## src/rtl/paddle_pkg.sv

```systemverilog
// Shared types and default constants for the paddle pot sequencer.
package paddle_pkg;

  typedef logic [8:0] pos_t;

  typedef enum logic {
    SRC_DIGITAL = 1'b0,
    SRC_ANALOG  = 1'b1
  } src_e;

  localparam int unsigned POS_INIT_DEF  = 128;
  localparam int unsigned POS_MAX_DEF   = 255;
  localparam int unsigned STEP_SLOW_DEF = 5;
  localparam int unsigned STEP_FAST_DEF = 8;
  localparam int unsigned DEADZONE_DEF  = 8;

  // Magnitude of a signed 8-bit stick axis; -128 maps to 128, so 9 bits are needed.
  function automatic logic [8:0] axis_mag(input logic [7:0] axis);
    logic [8:0] ext;
    ext = {axis[7], axis};
    axis_mag = ext[8] ? (~ext + 9'd1) : ext;
  endfunction

endpackage

```

## src/rtl/paddle_pot_sequencer_channel.sv

```systemverilog
// One paddle: source arbitration FSM, 9-bit position and scanline countdown.
module paddle_channel
  import paddle_pkg::*;
#(
  parameter int unsigned POS_INIT  = POS_INIT_DEF,
  parameter int unsigned POS_MAX   = POS_MAX_DEF,
  parameter int unsigned STEP_SLOW = STEP_SLOW_DEF,
  parameter int unsigned STEP_FAST = STEP_FAST_DEF,
  parameter int unsigned DEADZONE  = DEADZONE_DEF
) (
  input  logic       clk,
  input  logic       reset,
  input  logic       field_evt,
  input  logic       line_evt,
  input  logic       up,
  input  logic       down,
  input  logic [7:0] axis,
  input  logic       speed_fast,
  input  logic       recentre,
  output pos_t       pos,
  output logic       src,
  output logic       pin
);

  localparam logic signed [9:0] STEP_SLOW_S = 10'(STEP_SLOW);
  localparam logic signed [9:0] STEP_FAST_S = 10'(STEP_FAST);
  localparam logic signed [9:0] POS_MAX_S   = 10'(POS_MAX);

  src_e src_q, src_d;
  pos_t pos_q, pos_d;
  pos_t count_q, count_d;

  logic              digital_req;
  logic              analog_req;
  logic signed [9:0] step_s;
  logic signed [9:0] pos_ext;
  logic signed [9:0] dec_s;
  logic signed [9:0] inc_s;
  pos_t              analog_pos;
  pos_t              digital_pos;

  // Per-field arithmetic: 10-bit signed so the subtraction can go below zero before clamping.
  always_comb begin
    digital_req = up | down;
    analog_req  = axis_mag(axis) > 9'(DEADZONE);
    step_s      = speed_fast ? STEP_FAST_S : STEP_SLOW_S;
    pos_ext     = $signed({1'b0, pos_q});
    dec_s       = pos_ext - step_s;
    inc_s       = pos_ext + step_s;
    analog_pos  = {1'b0, ~axis[7], axis[6:0]};
    digital_pos = pos_q;
    if (up) begin
      digital_pos = (dec_s < 10'sd0) ? '0 : dec_s[8:0];
    end else if (down) begin
      digital_pos = (inc_s > POS_MAX_S) ? POS_MAX_S[8:0] : inc_s[8:0];
    end
  end

  // Next-state: field events reload the countdown and update position; line events count down.
  always_comb begin
    src_d   = src_q;
    pos_d   = pos_q;
    count_d = count_q;
    if (field_evt) begin
      count_d = pos_q;
      case (src_q)
        SRC_DIGITAL: if (analog_req && !digital_req) src_d = SRC_ANALOG;
        SRC_ANALOG:  if (digital_req) src_d = SRC_DIGITAL;
        default:     src_d = SRC_DIGITAL;
      endcase
      if (recentre) begin
        pos_d = pos_t'(POS_INIT);
      end else if (src_d == SRC_ANALOG) begin
        pos_d = analog_pos;
      end else begin
        pos_d = digital_pos;
      end
    end else if (line_evt && (count_q != '0)) begin
      count_d = count_q - 9'd1;
    end
  end

  // Arbitration FSM plus position and countdown registers, synchronous active-low reset.
  always_ff @(posedge clk) begin
    if (!reset) begin
      src_q   <= SRC_DIGITAL;
      pos_q   <= pos_t'(POS_INIT);
      count_q <= '0;
    end else begin
      src_q   <= src_d;
      pos_q   <= pos_d;
      count_q <= count_d;
    end
  end

  assign pos = pos_q;
  assign src = src_q;
  assign pin = (count_q == '0);

endmodule

```

## src/rtl/paddle_pot_sequencer.sv

```systemverilog
// Two paddle channels sharing one hs/vs edge detector; drives the chip's pot pins.
module paddle_pot_sequencer
  import paddle_pkg::*;
#(
  parameter int unsigned POS_INIT  = POS_INIT_DEF,
  parameter int unsigned POS_MAX   = POS_MAX_DEF,
  parameter int unsigned STEP_SLOW = STEP_SLOW_DEF,
  parameter int unsigned STEP_FAST = STEP_FAST_DEF,
  parameter int unsigned DEADZONE  = DEADZONE_DEF
) (
  input  logic       clk,
  input  logic       reset,
  input  logic       hs,
  input  logic       vs,
  input  logic       speed_fast,
  input  logic       recentre,
  input  logic       p1_up,
  input  logic       p1_down,
  input  logic       p2_up,
  input  logic       p2_down,
  input  logic [7:0] p1_axis,
  input  logic [7:0] p2_axis,
  output logic       lp_in,
  output logic       rp_in,
  output logic [8:0] p1_pos,
  output logic [8:0] p2_pos,
  output logic       p1_src,
  output logic       p2_src
);

  logic vs_q, vs_d;
  logic hs_q, hs_d;
  logic field_evt;
  logic line_evt;

  // Rising-edge detect; a field event swallows a line event landing in the same cycle.
  always_comb begin
    vs_d      = vs;
    hs_d      = hs;
    field_evt = vs & ~vs_q;
    line_evt  = hs & ~hs_q & ~field_evt;
  end

  // Sync edge registers.
  always_ff @(posedge clk) begin
    if (!reset) begin
      vs_q <= 1'b0;
      hs_q <= 1'b0;
    end else begin
      vs_q <= vs_d;
      hs_q <= hs_d;
    end
  end

  paddle_channel #(
    .POS_INIT (POS_INIT),
    .POS_MAX  (POS_MAX),
    .STEP_SLOW(STEP_SLOW),
    .STEP_FAST(STEP_FAST),
    .DEADZONE (DEADZONE)
  ) u_left (
    .clk       (clk),
    .reset     (reset),
    .field_evt (field_evt),
    .line_evt  (line_evt),
    .up        (p1_up),
    .down      (p1_down),
    .axis      (p1_axis),
    .speed_fast(speed_fast),
    .recentre  (recentre),
    .pos       (p1_pos),
    .src       (p1_src),
    .pin       (lp_in)
  );

  paddle_channel #(
    .POS_INIT (POS_INIT),
    .POS_MAX  (POS_MAX),
    .STEP_SLOW(STEP_SLOW),
    .STEP_FAST(STEP_FAST),
    .DEADZONE (DEADZONE)
  ) u_right (
    .clk       (clk),
    .reset     (reset),
    .field_evt (field_evt),
    .line_evt  (line_evt),
    .up        (p2_up),
    .down      (p2_down),
    .axis      (p2_axis),
    .speed_fast(speed_fast),
    .recentre  (recentre),
    .pos       (p2_pos),
    .src       (p2_src),
    .pin       (rp_in)
  );

endmodule

```

## config.mk

```make
export PLATFORM = sky130hd
export DESIGN_NAME = paddle_pot_sequencer
export DESIGN_NICKNAME = d
export VERILOG_FILES = /design/src/rtl/paddle_pkg.sv /design/src/rtl/paddle_pot_sequencer_channel.sv /design/src/rtl/paddle_pot_sequencer.sv
export SDC_FILE = /design/constraint.sdc
export NUM_CORES = 1
export LEC_CHECK = 0
export ABC_AREA = 1
export ABC_CLOCK_PERIOD_IN_PS = 2120
export CORE_MARGIN = 8
export CORE_UTILIZATION = 52
export CTS_CLUSTER_DIAMETER = 100
export DETAILED_ROUTE_END_ITERATION = 6
export PLACE_DENSITY_LB_ADDON = 0.12
export SLEW_MARGIN = 15
export SYNTH_ARGS = -nofsm -noshare
export SYNTH_HDL_FRONTEND = slang
export SYNTH_SLANG_ARGS = --single-unit
```

## constraint.sdc

```tcl
create_clock -name clk -period 2.12 [get_ports clk]
set_clock_uncertainty 0.1 [all_clocks]
set_input_delay 0.424 -clock clk [delete_from_list [all_inputs] [get_ports clk]]
set_output_delay 0.424 -clock clk [all_outputs]
set_load 0.01 [all_outputs]
```

==> flow_metrics.env, run 1 <==
export IMPL_status="completed"
export IMPL_startpoint="u_right.count_q[0]"
export IMPL_synth_area_leaders="dfxtp_1 (21%), nand2_1 (18%), nand3_1 (7.5%)"
export IMPL_drive_above_1_share_pct=23.4
export IMPL_ys_top_cells_by_count="nand2_1 (183), inv_1 (75), nand3_1 (58), nor2_1 (52), dfxtp_1 (40)"
export IMPL_final_cell_area_um2=5270
export IMPL_gp_congestion=1.01
export IMPL_path_clk_slew_ns=0.09
export IMPL_drv_slew=0
export IMPL_drt_initial_drc_count=291
export IMPL_fin_crit_ns=2.09
export IMPL_reg2reg_slack_ns=0.14
export IMPL_cts_buffer_depth=2
export IMPL_hp_class="flop to flop"
export IMPL_crit_slowest_cell="dfxtp_2"
export IMPL_dp_cells=828
export IMPL_clock_sinks=40
export IMPL_synth_top_area_cell="dfxtp_1"
export IMPL_grt_pass1_wl_um=19300
export IMPL_setup_worst_path_end="rp_in"
export IMPL_yosysSeqAreaShare_pct=20.8
export IMPL_final_cells=847
export IMPL_drv_cap=0
export IMPL_setup_viol=0
export IMPL_cp_depth=9
export IMPL_syn_area_um2=3850
export IMPL_overflow=0
export IMPL_worst_r2r_endpoint="u_right.pos[6]"
export IMPL_die_height_um=102
export IMPL_die_area_um2=10400
export IMPL_cts_tree="built"
export IMPL_hold_start="u_right.pos[0]"
export IMPL_synth_warnings=0
export IMPL_port_buffers=47
export IMPL_vias=4579
export IMPL_path_class="flop to output port"
export IMPL_crit_path_start_kind="flop"
export IMPL_grt_max_degree=26
export IMPL_cp_required_ns=1.60
export IMPL_crit_path_end_kind="output port"
export IMPL_synth_seq_cells=40
export IMPL_relSlewSlack_pct=67.4
export IMPL_max_stage_delay_ns=0.33
export IMPL_vias_per_cell=5.41
export IMPL_grt_total_usage_pct=22.6
export IMPL_pin_count=48
export IMPL_clk_latency_ns=0.31
export IMPL_syn_to_final_growth_pct=36.7
export IMPL_ctsHoldBuffers=0
export IMPL_antennaDiodeCount=0
export IMPL_irDropWorstVdd_uv=517
export IMPL_synth_cells=630
export IMPL_start_util_pct=53.4
export IMPL_htreeDepth=2
export IMPL_dpl_cell_area_um2=4870
export IMPL_numCtsBuffers=5
export IMPL_firstDrtPassIters=5
export IMPL_fin_nets=793
export IMPL_drc=0
export IMPL_hold_viol=0
export IMPL_fmax_ghz=0.478
export IMPL_finalSetupTns_ns=0
export IMPL_setup_ws_ns=0.0270
export IMPL_r2r_start="u_right.pos[0]"
export IMPL_syn_nets=676
export IMPL_cts_root_buf="clkbuf_8"
export IMPL_worstMarginPinSlew_ns=0.488
export IMPL_ant_nets=0
export IMPL_wl_per_cell_um=14.0
export IMPL_fillers=594
export IMPL_totalWireLength_um=11900
export IMPL_rows=31
export IMPL_cellPowerDensity_nw_per_um2=519
export IMPL_hpwl_um=8870
export IMPL_die_w_um=102
export IMPL_yosys_cell_count_top_type="nand2_1"
export IMPL_synth_edf_count=0
export IMPL_path_buf_inv=2
export IMPL_whs_ns=0.415
export IMPL_crit_chain="inv_2 -> ha_4 -> nand3_4 -> nor2_4 -> nand2_2 -> nor2_4 -> nand2_2 -> nor2_2 -> buf_2"
export IMPL_fin_util_pct=73.0
export IMPL_async_flop_share_pct=0
export IMPL_yosysUniqueCellTypes=38
export IMPL_syn_area_per_cell_um2=6.12
export IMPL_antenna_found_initial=0
export IMPL_fp_coreArea_um2=7210
export IMPL_p_leak_nw=2.53
export IMPL_ff2ff_path_depth=13
export IMPL_netlist_area_leader_share_pct=20.8
export IMPL_path_delay_family="simple AND/OR/NAND/NOR gates"
export IMPL_total_power_mw=2.73
export IMPL_dp_slack_ns=-0.609
export IMPL_first_global_vias=4203
export IMPL_crit_fanout=2
export IMPL_ys_flop_type="dfxtp_1"
export IMPL_period_share_pct=98.7
export IMPL_cp_arrival_ns=1.57
export IMPL_rsz0062_at_grt="yes"
## what timing repair did
| item | in CTS | in global routing |
|---|---|---|
| pin swaps | 6 | 19 |
| cloned | 0 | 3 |
| buffers inserted | 4 | 4 |
| gates resized for setup | 23 | 42 |
| endpoints found under the setup margin | 20 | 23 |
## how the worst min path moves through the flow
stage                               to  slack, ns  depth (start not counted)
floorplan           u_right.count_q[1]       0.37                          2
global placement    u_right.count_q[8]       0.40                          2
detailed placement  u_right.count_q[8]       0.41                          2
CTS                  u_left.count_q[1]       0.40                          2
global route            u_right.pos[0]       0.44                          2
finish                  u_right.pos[0]       0.42                          2
## power by group
part | switching, mW | internal (mW)
clock network | 0.306 | 0.386
registers | 0.0698 | 0.811
logic | 0.626 | 0.534
total | 1.00 | 1.73
## cells by family after synthesis
family                     after synthesis  share of synthesized area [%]
adders and majority gates               20                           6.49
DFF                                     40                           20.8
xor gates and xnor gates                16                           3.64
buffers and inverters                  104                           11.7
AOI/OAI and AO/OA                       96                           14.1
and+or+nand+nor                        354                           43.2
## area by class of cell
cell class | instances | area (µm²) | share of cell area [%]
Clock buffer | 6 | 82.6 | 1.57
Clock inverter | 2 | 38.8 | 0.736
Inverter | 85 | 322 | 6.10
Multi-Input combinational cell | 489 | 2790 | 53.0
Sequential cell | 40 | 807 | 15.3
Tap cell | 99 | 124 | 2.35
Timing Repair Buffer | 126 | 1100 | 20.9
## metal layers
metal  global-route usage [%]  vias up  routed length, µm
met2                     37.4      169               5650
met1                     28.6     2101               5120
met3                     5.31       18                886
met5                        0        -                  0
met4                     6.09        0                214
li1                         -     2291                  -
## tightest hold or removal path: cells and delay by family, from the launching register on
kind | cells | cell delay [ns]
flip-flops | 1 | 0.35
AND/OR/NAND/NOR | 1 | 0.08
AO/OA/AOI/OAI | 1 | 0.05
## placed cells by master (no fill, tap or decap), types with 5 or more instances in the layout
cell	instances
nand2_1	180
buf_4	75
inv_1	71
nand3_1	52
nor2_1	45
clkdlybuf4s50_1	40
dfxtp_1	37
o21ai_0	31
a21oi_1	30
ha_1	14
nor2_2	13
nand4_1	12
inv_2	11
nand3_2	11
nand2_2	11
xor2_1	11
nor2_4	8
nor3_1	7
o211ai_1	7
a31oi_1	7
nand2_4	6
a21oi_2	6
clkbuf_8	6
xnor2_1	5
## flip-flops by register name, summed over array words and instances, names as in the netlist
signal           flops
u_left.src           1
u_right.pos          9
u_right.count_q      9
vs_q                 1
u_right.src          1
hs_q                 1
u_left.pos           9
u_left.count_q       9
Note: power is estimated with default switching activity, not from simulation.
==> inputs of run 2 (changes only) <==
--- a/config.mk
+++ b/config.mk
@@ -11,6 +11,7 @@
 export CORE_UTILIZATION = 52
 export CTS_CLUSTER_DIAMETER = 100
 export DETAILED_ROUTE_END_ITERATION = 6
+export HOLD_SLACK_MARGIN = 0.03
 export PLACE_DENSITY_LB_ADDON = 0.12
 export SLEW_MARGIN = 15
 export SYNTH_ARGS = -nofsm -noshare
==> results of run 2 <==
Same layout as run 1: the final DEF is identical, and so are final timing and power.
